[config.mk]
export PLATFORM = sky130hd
export DESIGN_NAME = seq_match_ctrl_flat
export DESIGN_NICKNAME = d
export VERILOG_FILES = /design/src/rtl/seq_match_if.sv /design/src/rtl/seq_match_ctrl.sv /design/src/flat_wrapper.sv
export SDC_FILE = /design/constraint.sdc
export NUM_CORES = 1
export LEC_CHECK = 0
export ABC_AREA = 1
export BUFFER_PORTS_ARGS = -buffer_cell sky130_fd_sc_hd__buf_2
export CAP_MARGIN = 40
export CORE_ASPECT_RATIO = 1.75
export CORE_UTILIZATION = 44
export CTS_BUF_LIST = sky130_fd_sc_hd__clkbuf_2 sky130_fd_sc_hd__clkbuf_4 sky130_fd_sc_hd__clkbuf_8
export DETAILED_ROUTE_END_ITERATION = 8
export HOLD_SLACK_MARGIN = 0.1
export PLACE_DENSITY = 0.66
export SLEW_MARGIN = 40
export SYNTH_ARGS = -nofsm -noshare
export SYNTH_HDL_FRONTEND = slang
export SYNTH_SLANG_ARGS = --single-unit
export TNS_END_PERCENT = 10
[constraint.sdc]
create_clock -name clk -period 2.7 [get_ports clk]
set_clock_uncertainty 0.1 [all_clocks]
set_input_delay 0.54 -clock clk [delete_from_list [all_inputs] [get_ports clk]]
set_output_delay 0.54 -clock clk [all_outputs]
set_load 0.005 [all_outputs]
[src/rtl/seq_match_if.sv]
// Config/command and symbol-stream bundle for the configurable sequence detector.
interface seq_match_if #(
  parameter int MAXLEN = 4,
  parameter int CNT_W  = 8
);
  logic                  cfg_we;
  logic [2*MAXLEN-1:0]   cfg_pat;
  logic [2:0]            cfg_len;
  logic [CNT_W-1:0]      cfg_target;
  logic                  start;
  logic                  in_valid;
  logic [1:0]            num;
  logic                  match;
  logic                  busy;
  logic                  done;
  logic [CNT_W-1:0]      match_cnt;

  modport master (
    output cfg_we, cfg_pat, cfg_len, cfg_target, start, in_valid, num,
    input  match, busy, done, match_cnt
  );

  modport slave (
    input  cfg_we, cfg_pat, cfg_len, cfg_target, start, in_valid, num,
    output match, busy, done, match_cnt
  );
endinterface

[src/rtl/seq_match_ctrl.sv]
// Run controller for a programmable 1..MAXLEN symbol detector: arms on start,
// counts non-overlapping matches and stops after a programmed match count.
module seq_match_ctrl #(
  parameter int MAXLEN = 4,
  parameter int CNT_W  = 8
) (
  input  logic       clk,
  input  logic       reset,
  seq_match_if.slave bus
);
  localparam int PW = (MAXLEN > 1) ? $clog2(MAXLEN) : 1;
  localparam logic [2*MAXLEN-1:0] PAT_RST = {{(2*MAXLEN-6){1'b0}}, 6'b11_10_01};

  typedef enum logic [1:0] {IDLE, RUN, DONE} state_t;

  state_t              state_q;
  logic [PW-1:0]       prog_q;
  logic [2*MAXLEN-1:0] pat_q;
  logic [2:0]          len_q;
  logic [CNT_W-1:0]    tgt_q;
  logic [CNT_W-1:0]    cnt_q;
  logic                match_q, busy_q, done_q;

  logic [1:0]       cur_sym;
  logic             hit, last, restart;
  logic [CNT_W-1:0] cnt_inc;
  logic [2:0]       len_in;

  assign cur_sym = pat_q[2*int'(prog_q) +: 2];
  assign hit     = (bus.num == cur_sym);
  assign last    = (int'(prog_q) == int'(len_q) - 1);
  assign restart = (bus.num == pat_q[1:0]);
  assign cnt_inc = (&cnt_q) ? cnt_q : cnt_q + 1'b1;
  // Out-of-range lengths collapse to the full pattern width.
  assign len_in  = (bus.cfg_len == 3'd0 || int'(bus.cfg_len) > MAXLEN)
                   ? 3'(MAXLEN) : bus.cfg_len;

  always_ff @(posedge clk) begin
    if (reset) begin
      state_q <= IDLE;
      prog_q  <= '0;
      pat_q   <= PAT_RST;
      len_q   <= 3'd3;
      tgt_q   <= '0;
      cnt_q   <= '0;
      match_q <= 1'b0;
      busy_q  <= 1'b0;
      done_q  <= 1'b0;
    end else begin
      match_q <= 1'b0;
      if (bus.cfg_we && state_q != RUN) begin
        pat_q <= bus.cfg_pat;
        len_q <= len_in;
        tgt_q <= bus.cfg_target;
      end
      case (state_q)
        IDLE, DONE: begin
          if (bus.start) begin
            state_q <= RUN;
            prog_q  <= '0;
            cnt_q   <= '0;
            busy_q  <= 1'b1;
            done_q  <= 1'b0;
          end
        end
        RUN: begin
          if (bus.in_valid) begin
            if (hit && last) begin
              prog_q  <= '0;
              match_q <= 1'b1;
              cnt_q   <= cnt_inc;
              if (tgt_q != '0 && cnt_inc == tgt_q) begin
                state_q <= DONE;
                busy_q  <= 1'b0;
                done_q  <= 1'b1;
              end
            end else if (hit) begin
              prog_q <= prog_q + 1'b1;
            end else begin
              // A failed symbol may itself begin a fresh attempt.
              prog_q <= restart ? PW'(1) : '0;
            end
          end
        end
        default: begin
          state_q <= IDLE;
          busy_q  <= 1'b0;
          done_q  <= 1'b0;
        end
      endcase
    end
  end

  assign bus.match     = match_q;
  assign bus.busy      = busy_q;
  assign bus.done      = done_q;
  assign bus.match_cnt = cnt_q;
endmodule

[src/flat_wrapper.sv]
// flat-port wrapper written by rule: the top's interface ports become plain ports
module seq_match_ctrl_flat 
#(
  parameter int MAXLEN = 4,
  parameter int CNT_W  = 8
)
  (clk, reset, bus_cfg_we, bus_cfg_pat, bus_cfg_len, bus_cfg_target, bus_start, bus_in_valid, bus_num, bus_match, bus_busy, bus_done, bus_match_cnt);
  seq_match_if #(.MAXLEN(MAXLEN), .CNT_W(CNT_W)) bus_i ();
  input  logic clk;
  input  logic reset;
  input wire logic [$bits(bus_i.cfg_we)-1:0] bus_cfg_we;
  input wire logic [$bits(bus_i.cfg_pat)-1:0] bus_cfg_pat;
  input wire logic [$bits(bus_i.cfg_len)-1:0] bus_cfg_len;
  input wire logic [$bits(bus_i.cfg_target)-1:0] bus_cfg_target;
  input wire logic [$bits(bus_i.start)-1:0] bus_start;
  input wire logic [$bits(bus_i.in_valid)-1:0] bus_in_valid;
  input wire logic [$bits(bus_i.num)-1:0] bus_num;
  output wire logic [$bits(bus_i.match)-1:0] bus_match;
  output wire logic [$bits(bus_i.busy)-1:0] bus_busy;
  output wire logic [$bits(bus_i.done)-1:0] bus_done;
  output wire logic [$bits(bus_i.match_cnt)-1:0] bus_match_cnt;
  assign bus_i.cfg_we = bus_cfg_we;
  assign bus_i.cfg_pat = bus_cfg_pat;
  assign bus_i.cfg_len = bus_cfg_len;
  assign bus_i.cfg_target = bus_cfg_target;
  assign bus_i.start = bus_start;
  assign bus_i.in_valid = bus_in_valid;
  assign bus_i.num = bus_num;
  assign bus_match = bus_i.match;
  assign bus_busy = bus_i.busy;
  assign bus_done = bus_i.done;
  assign bus_match_cnt = bus_i.match_cnt;
  seq_match_ctrl #(.MAXLEN(MAXLEN), .CNT_W(CNT_W)) u_core (.clk(clk), .reset(reset), .bus(bus_i));
endmodule
Word-level counts from Yosys, hierarchy flattened

Index checks and enable logic that the tools add are counted.

Register bits after elaboration: 34
Latch bits: 0
Memory bits (writable): 0
Bits in read-only memories: 0
Bits of input ports: 26
Output and inout port bits: 11
Word-level logic and storage cells: 69
Memories: 0

Add/sub/neg operators: 3
Multipliers: 0
Divide/modulo/power cells: 0
$lt $le $gt $ge: 1
Equal/unequal tests: 11
Shifts and indexed selects: 1
Muxes and demuxes: 28
Bitwise operators: 2
Reduce and logical (&&, ||, !) cells: 14

Operators with widths:

| kind                                                                    | count |
|---|---|
| 3-bit by 32-bit equality test with 1-bit output                         | 1 |
| 8-bit 2-to-1 mux                                                        | 4 |
| 2-bit 2-to-1 mux                                                        | 8 |
| 8-bit one-hot mux with 2 select lines                                   | 1 |
| 1-bit 2-to-1 mux                                                        | 10 |
| 8-bit by 1-bit adder with 8-bit output, second input constant           | 1 |
| 8-bit equality test                                                     | 1 |
| 2-bit one-hot mux with 2 select lines                                   | 2 |
| 4-bit AND reduction                                                     | 2 |
| 8-bit AND reduction                                                     | 1 |
| 8-bit nonzero test                                                      | 1 |
| 8-bit by 4-bit variable part select with 2-bit output                   | 1 |
| 2-bit by 1-bit inequality test with 1-bit output, second input constant | 3 |
| 2-bit equality test                                                     | 2 |
| 2-bit inequality test, second input constant                            | 2 |
| 1-bit one-hot mux with 2 select lines                                   | 2 |
| 3-bit by 1-bit subtractor with 4-bit output, second input constant      | 1 |
| 3-bit > comparator, second input constant                               | 1 |
| 1-bit logical AND                                                       | 3 |
| 3-bit logical NOT                                                       | 1 |
| 3-bit 2-to-1 mux                                                        | 1 |
| 3-bit AND reduction                                                     | 1 |
| 3-bit OR reduction                                                      | 1 |
| 2-bit by 1-bit adder with 2-bit output, second input constant           | 1 |
| other kinds (7)                                                         | 8 |

Longest topological paths before layout

Depth after elaboration: 8
Gate-level depth with buffers: 15
Gate-level depth less buffers: 14

Worst setup path before layout

OpenSTA, ideal clock, no wires.

Kind: reg2reg
From: register u_core.cnt_q[0], in the netlist u_core.bus.match_cnt[0]
To: register u_core.busy_q, in the netlist u_core.bus.busy
Library setup time: 0.134 ns
Data arrival time: 1.641 ns
Required time: 2.466 ns
Path slack: 0.826 ns
Cell stages (with the launch flop): 16
Buffers on the path: 1
Clock period less this slack: 1.874 ns
Cells stage by stage: dfxtp_1 > ha_1 > nand2_2 > nor2_4 > nand2_2 > buf_6 > nand2_4 > nand2_2 > nand2_1 > nand2_1 > nor2_1 > nand2_1 > nor2_2 > nand2_1 > nand3_1 > a21oi_1

Word-level cells in the longest chain between the ends: 6
Elaborated cells on any way between the ends: 7
Classes of those cells: add/sub: 1; eq/ne: 2; mux: 1; reduce/logical: 3

RTL lines:

| element                                                                       | line                 | source |
|---|---|---|
| from (decl)                                                                   | seq_match_ctrl.sv:21 | `logic [CNT_W-1:0] cnt_q;` |
| from (signal assigned)                                                        | seq_match_ctrl.sv:71 | `cnt_q <= cnt_inc;` |
| 8-bit by 1-bit adder with 8-bit output or 8-bit AND reduction (tied branches) | seq_match_ctrl.sv:33 | `assign cnt_inc = (&cnt_q) ? cnt_q : cnt_q + 1'b1;` |
| 8-bit 2-to-1 mux *                                                            | seq_match_ctrl.sv:33 |  |
| 8-bit equality test *                                                         | seq_match_ctrl.sv:72 | `if (tgt_q != '0 && cnt_inc == tgt_q) begin` |
| 1-bit logical AND *                                                           | seq_match_ctrl.sv:72 |  |
| 2-bit by 1-bit inequality test with 1-bit output (no source line) *           | n/a                  |  |
| 4-bit AND reduction (no source line) *                                        | n/a                  |  |
| to (signal assigned)                                                          | seq_match_ctrl.sv:62 | `busy_q <= 1'b1;` |
| to (signal assigned)                                                          | seq_match_ctrl.sv:74 | `busy_q <= 1'b0;` |
| to (signal assigned)                                                          | seq_match_ctrl.sv:87 | `busy_q <= 1'b0;` |
| to (decl)                                                                     | seq_match_ctrl.sv:22 | `logic match_q, busy_q, done_q;` |

Every way passes the cells marked *; elsewhere a longest branch is shown, timed or not.
A chain may end at the register's enable or synchronous reset.

Worst setup path in the final report

Ends and elaborated chain as after synthesis.

==> results.sh <==
export IMPL_peakVddDrop_v=0.000467
export IMPL_comb_power_share_pct=17.9
export IMPL_antenna_cells=0
export IMPL_leakage_nw=1.03
export IMPL_timing_rr_end="u_core.bus.busy"
export IMPL_drt_wirelength_per_cell_um=12.4
export IMPL_worstPathRequired_ns=2.78
export IMPL_timing_final_crit_share_pct=80.2
export IMPL_gr_usage_met3_pct=3.49
export IMPL_final_max_slew_viol_count=0
export IMPL_vias_per_cell=5.06
export IMPL_hp_class="input pin to flip-flop"
export IMPL_final_nets=343
export IMPL_gp_congestion=0.798
export IMPL_grt_pass1_wl_mm=7.50
export IMPL_final_layout_size_suffix_gt1_share_pct=18.7
export IMPL_yosysSeqAreaShare_pct=35.9
export IMPL_cts_hold_buf=0
export IMPL_cts_path_max_buffers=2
export IMPL_period_needed_ns=2.16
export IMPL_crit_chain="ha_1 > nand2_2 > nor2_4 > nand2_2 > nand2_1 > nand2_1 > nand2_1 > nand2_1 > nor2_1 > nand2_1 > nor2_2 > nand2_1 > nand3_1 > a21oi_1"
export IMPL_antenna_found_initial=0
export IMPL_die_h_um=87.5
export IMPL_area_growth_pct=18.0
export IMPL_synth_nets=306
export IMPL_cp_common_cell="nand2_1"
export IMPL_cts_root_buf="clkbuf_8"
export IMPL_cts_htree_levels=2
export IMPL_grt_max_degree=23
export IMPL_cts_buffers=5
export IMPL_synth_seq_cells=33
export IMPL_grt_overflow=0
export IMPL_drt_first_iter_violations=28
export IMPL_p_sw_mw=0.354
export IMPL_relSlewSlack_pct=58.3
export IMPL_status="completed"
export IMPL_cpPeakStageDelay_ns=0.44
export IMPL_cp_max_fo=11
export IMPL_regToRegSetupSlack_ns=0.54
export IMPL_setup_viol=0
export IMPL_final_util_pct=55.0
export IMPL_worst_slew_pin_slew_ns=0.625
export IMPL_synth_cells=277
export IMPL_ant_nets=0
export IMPL_start_util_pct=46.6
export IMPL_die_x_um=50.9
export IMPL_p_int_mw=0.924
export IMPL_grt_usage_pct=22.9
export IMPL_worstSkewPairLatency_ns=0.29
export IMPL_hold_viol_final=0
export IMPL_fillers=414
export IMPL_min_from="bus_cfg_pat[0]"
export IMPL_rr_startpoint="u_core.bus.match_cnt[0]"
export IMPL_cts_resized=0
export IMPL_cts_setup_buffers=0
export IMPL_io_pins=37
export IMPL_cts_sinks=33
export IMPL_coreArea_um2=3940
export IMPL_die_area_um2=4450
export IMPL_path_clk_slew_ns=0.07
export IMPL_syn_avg_cell_area_um2=6.64
export IMPL_drc=0
export IMPL_crit_slowest_cell="dfxtp_1"
export IMPL_cts_tree="built"
export IMPL_gr_usage_met1_pct=21.2
export IMPL_hold_depth=3
export IMPL_rows=30
export IMPL_port_buffers=36
export IMPL_holdPathEnd="u_core.pat_q[0]"
export IMPL_p_seq_share_pct=43.2
export IMPL_endpoint_kind="flip-flop"
export IMPL_multi_input_area_um2=1020
export IMPL_crit_arrival_ns=2.24
export IMPL_drv_cap=0
export IMPL_yosys_warnings=0
export IMPL_switching_share_pct=27.7
export IMPL_seqCellArea_um2=661
export IMPL_r2r_cells=14
export IMPL_busiest_layer="met2"
export IMPL_setup_tns_ns=0
export IMPL_clkPwrFrac_pct=38.9
export IMPL_wirelength_mm=4.49
export IMPL_grt_setup_unrepaired="no"
export IMPL_hpwl_mm=3.45
export IMPL_grt_pass1_vias=1763
export IMPL_crit_type="flip-flop to flip-flop"
export IMPL_cp_start_kind="flip-flop"
export IMPL_first_pass_iters=4
export IMPL_met2_usage_pct=44.6
export IMPL_ys_types=31
export IMPL_timing_fmax_ghz=0.462
export IMPL_cellPowerDensity_nw_per_um2=589
export IMPL_vias=1836
export IMPL_syn_area_um2=1840
-- registers in the layout, summed over array words and instances, names as in the netlist --
name	count
u_core.tgt_q	8
u_core.pat_q	8
u_core.bus.busy	1
u_core.bus.match_cnt	8
u_core.state_q	2
u_core.len_q	3
u_core.bus.match	1
u_core.prog_q	2
-- metrics by stage --
step | instances | hold slack, ns | total power, mW | worst slack, ns | cell area (um2)
global placement | 355 | 0.354 | 0.790 | 0.553 | 2050
global route | 363 | 0.353 | 1.35 | 0.294 | 2170
floorplan | 277 | 0.342 | 0.722 | 0.826 | 1840
CTS | 363 | 0.342 | 1.29 | 0.495 | 2170
detailed placement | 355 | 0.355 | 0.792 | 0.528 | 2050
finish | 363 | 0.344 | 1.28 | 0.536 | 2170
-- power by group through the flow --
stage	registers, mW	logic (mW)	clock network [mW]
6_report	0.552	0.228	0.497
2_1_floorplan	0.553	0.169	0
4_1_cts	0.552	0.230	0.505
5_1_grt	0.557	0.265	0.527
3_5_place_dp	0.563	0.229	0
3_3_place_gp	0.562	0.228	0
-- layout by cell type (no fill, tap or decap), types with 3 or more instances in the layout --
cell | netlist | routed
inv_1 | 25 | 25
clkbuf_8 | 0 | 6
nand2_2 | 3 | 3
xnor2_1 | 3 | 3
dfxtp_1 | 33 | 33
nor2_1 | 35 | 35
buf_2 | 2 | 36
nand3_1 | 30 | 30
a21oi_1 | 20 | 20
nand2_1 | 66 | 66
ha_1 | 3 | 3
xor2_1 | 6 | 6
o21ai_0 | 24 | 24
buf_4 | 2 | 3
-- synthesized netlist by cell type --
| cell type | instances | area (um2) |
|---|---|---|
| o21ai_0 | 24 | 120 |
| nor2_1 | 35 | 131 |
| a21oi_1 | 20 | 100 |
| or2_2 | 1 | 6.26 |
| o211a_1 | 1 | 10.0 |
| xor2_1 | 6 | 52.6 |
| inv_1 | 25 | 93.8 |
| nand2_1 | 66 | 248 |
| nor3_2 | 1 | 10.0 |
| nand2_4 | 1 | 11.3 |
| clkbuf_1 | 4 | 15.0 |
| xnor2_1 | 3 | 26.3 |
| nand3_1 | 30 | 150 |
| or3_1 | 1 | 6.26 |
| clkinv_1 | 1 | 3.75 |
| nand3b_1 | 2 | 15.0 |
| a21boi_0 | 1 | 7.51 |
| buf_6 | 1 | 11.3 |
| nand4_1 | 2 | 12.5 |
| nor3_1 | 1 | 5.00 |
| inv_2 | 1 | 3.75 |
| a31oi_1 | 1 | 6.26 |
| buf_2 | 2 | 10.0 |
| dfxtp_1 | 33 | 661 |
| nor2_4 | 2 | 22.5 |
| buf_4 | 2 | 15.0 |
| o21ai_1 | 1 | 5.00 |
| nor2_2 | 2 | 12.5 |
| ha_1 | 3 | 37.5 |
| nand2_2 | 3 | 18.8 |
| nand3_2 | 1 | 10.0 |
-- area by class of cell --
class,count,area share (%)
repair buffers,39,9.34
well taps,48,2.77
flip-flops and latches,33,30.4
multi-input cells,208,47.2
clock buffers,7,4.15
clock inverters,1,1.38
inverters,27,4.67
-- routing by layer --
metal  up-vias  share of wire (%)
li1        970                  -
met1       817                 38
met2        35                 55
met3        14                2.5
met4         0                4.1
met5         -                  0
-- critical path: cells and delay by family, from the launching register on --
family / cells / cell delay (ns)
flops: 1 / 0.44
fa+ha+maj: 1 / 0.24
compound gates: 1 / 0.05
simple gates: 12 / 1.22
-- how the worst max path moves through the flow --
stage	startpoint	endpoint	slack, ns	cells after the start
after floorplan	u_core.bus.match_cnt[0]	u_core.bus.busy	0.83	15
after global routing	u_core.bus.match_cnt[0]	u_core.state_q[0]	0.29	14
after CTS	u_core.bus.match_cnt[0]	u_core.bus.busy	0.49	14
final	u_core.bus.match_cnt[0]	u_core.bus.busy	0.54	14
after detailed placement	u_core.bus.match_cnt[0]	u_core.bus.busy	0.53	14
after global placement	u_core.bus.match_cnt[0]	u_core.bus.busy	0.55	14
-- kinds of logic (layout without fill, tap and decap cells) --
group	after synthesis	after routing	share of synthesized area, %
AOI/OAI and AO/OA	48	48	13.5
buffers and inverters	36	74	8.30
DFF	33	33	35.9
xor gates and xnor gates	9	9	4.29
and+or+nand+nor	148	148	35.9
adders and majority gates	3	3	2.04
Note: power is estimated with default switching activity, not from simulation.
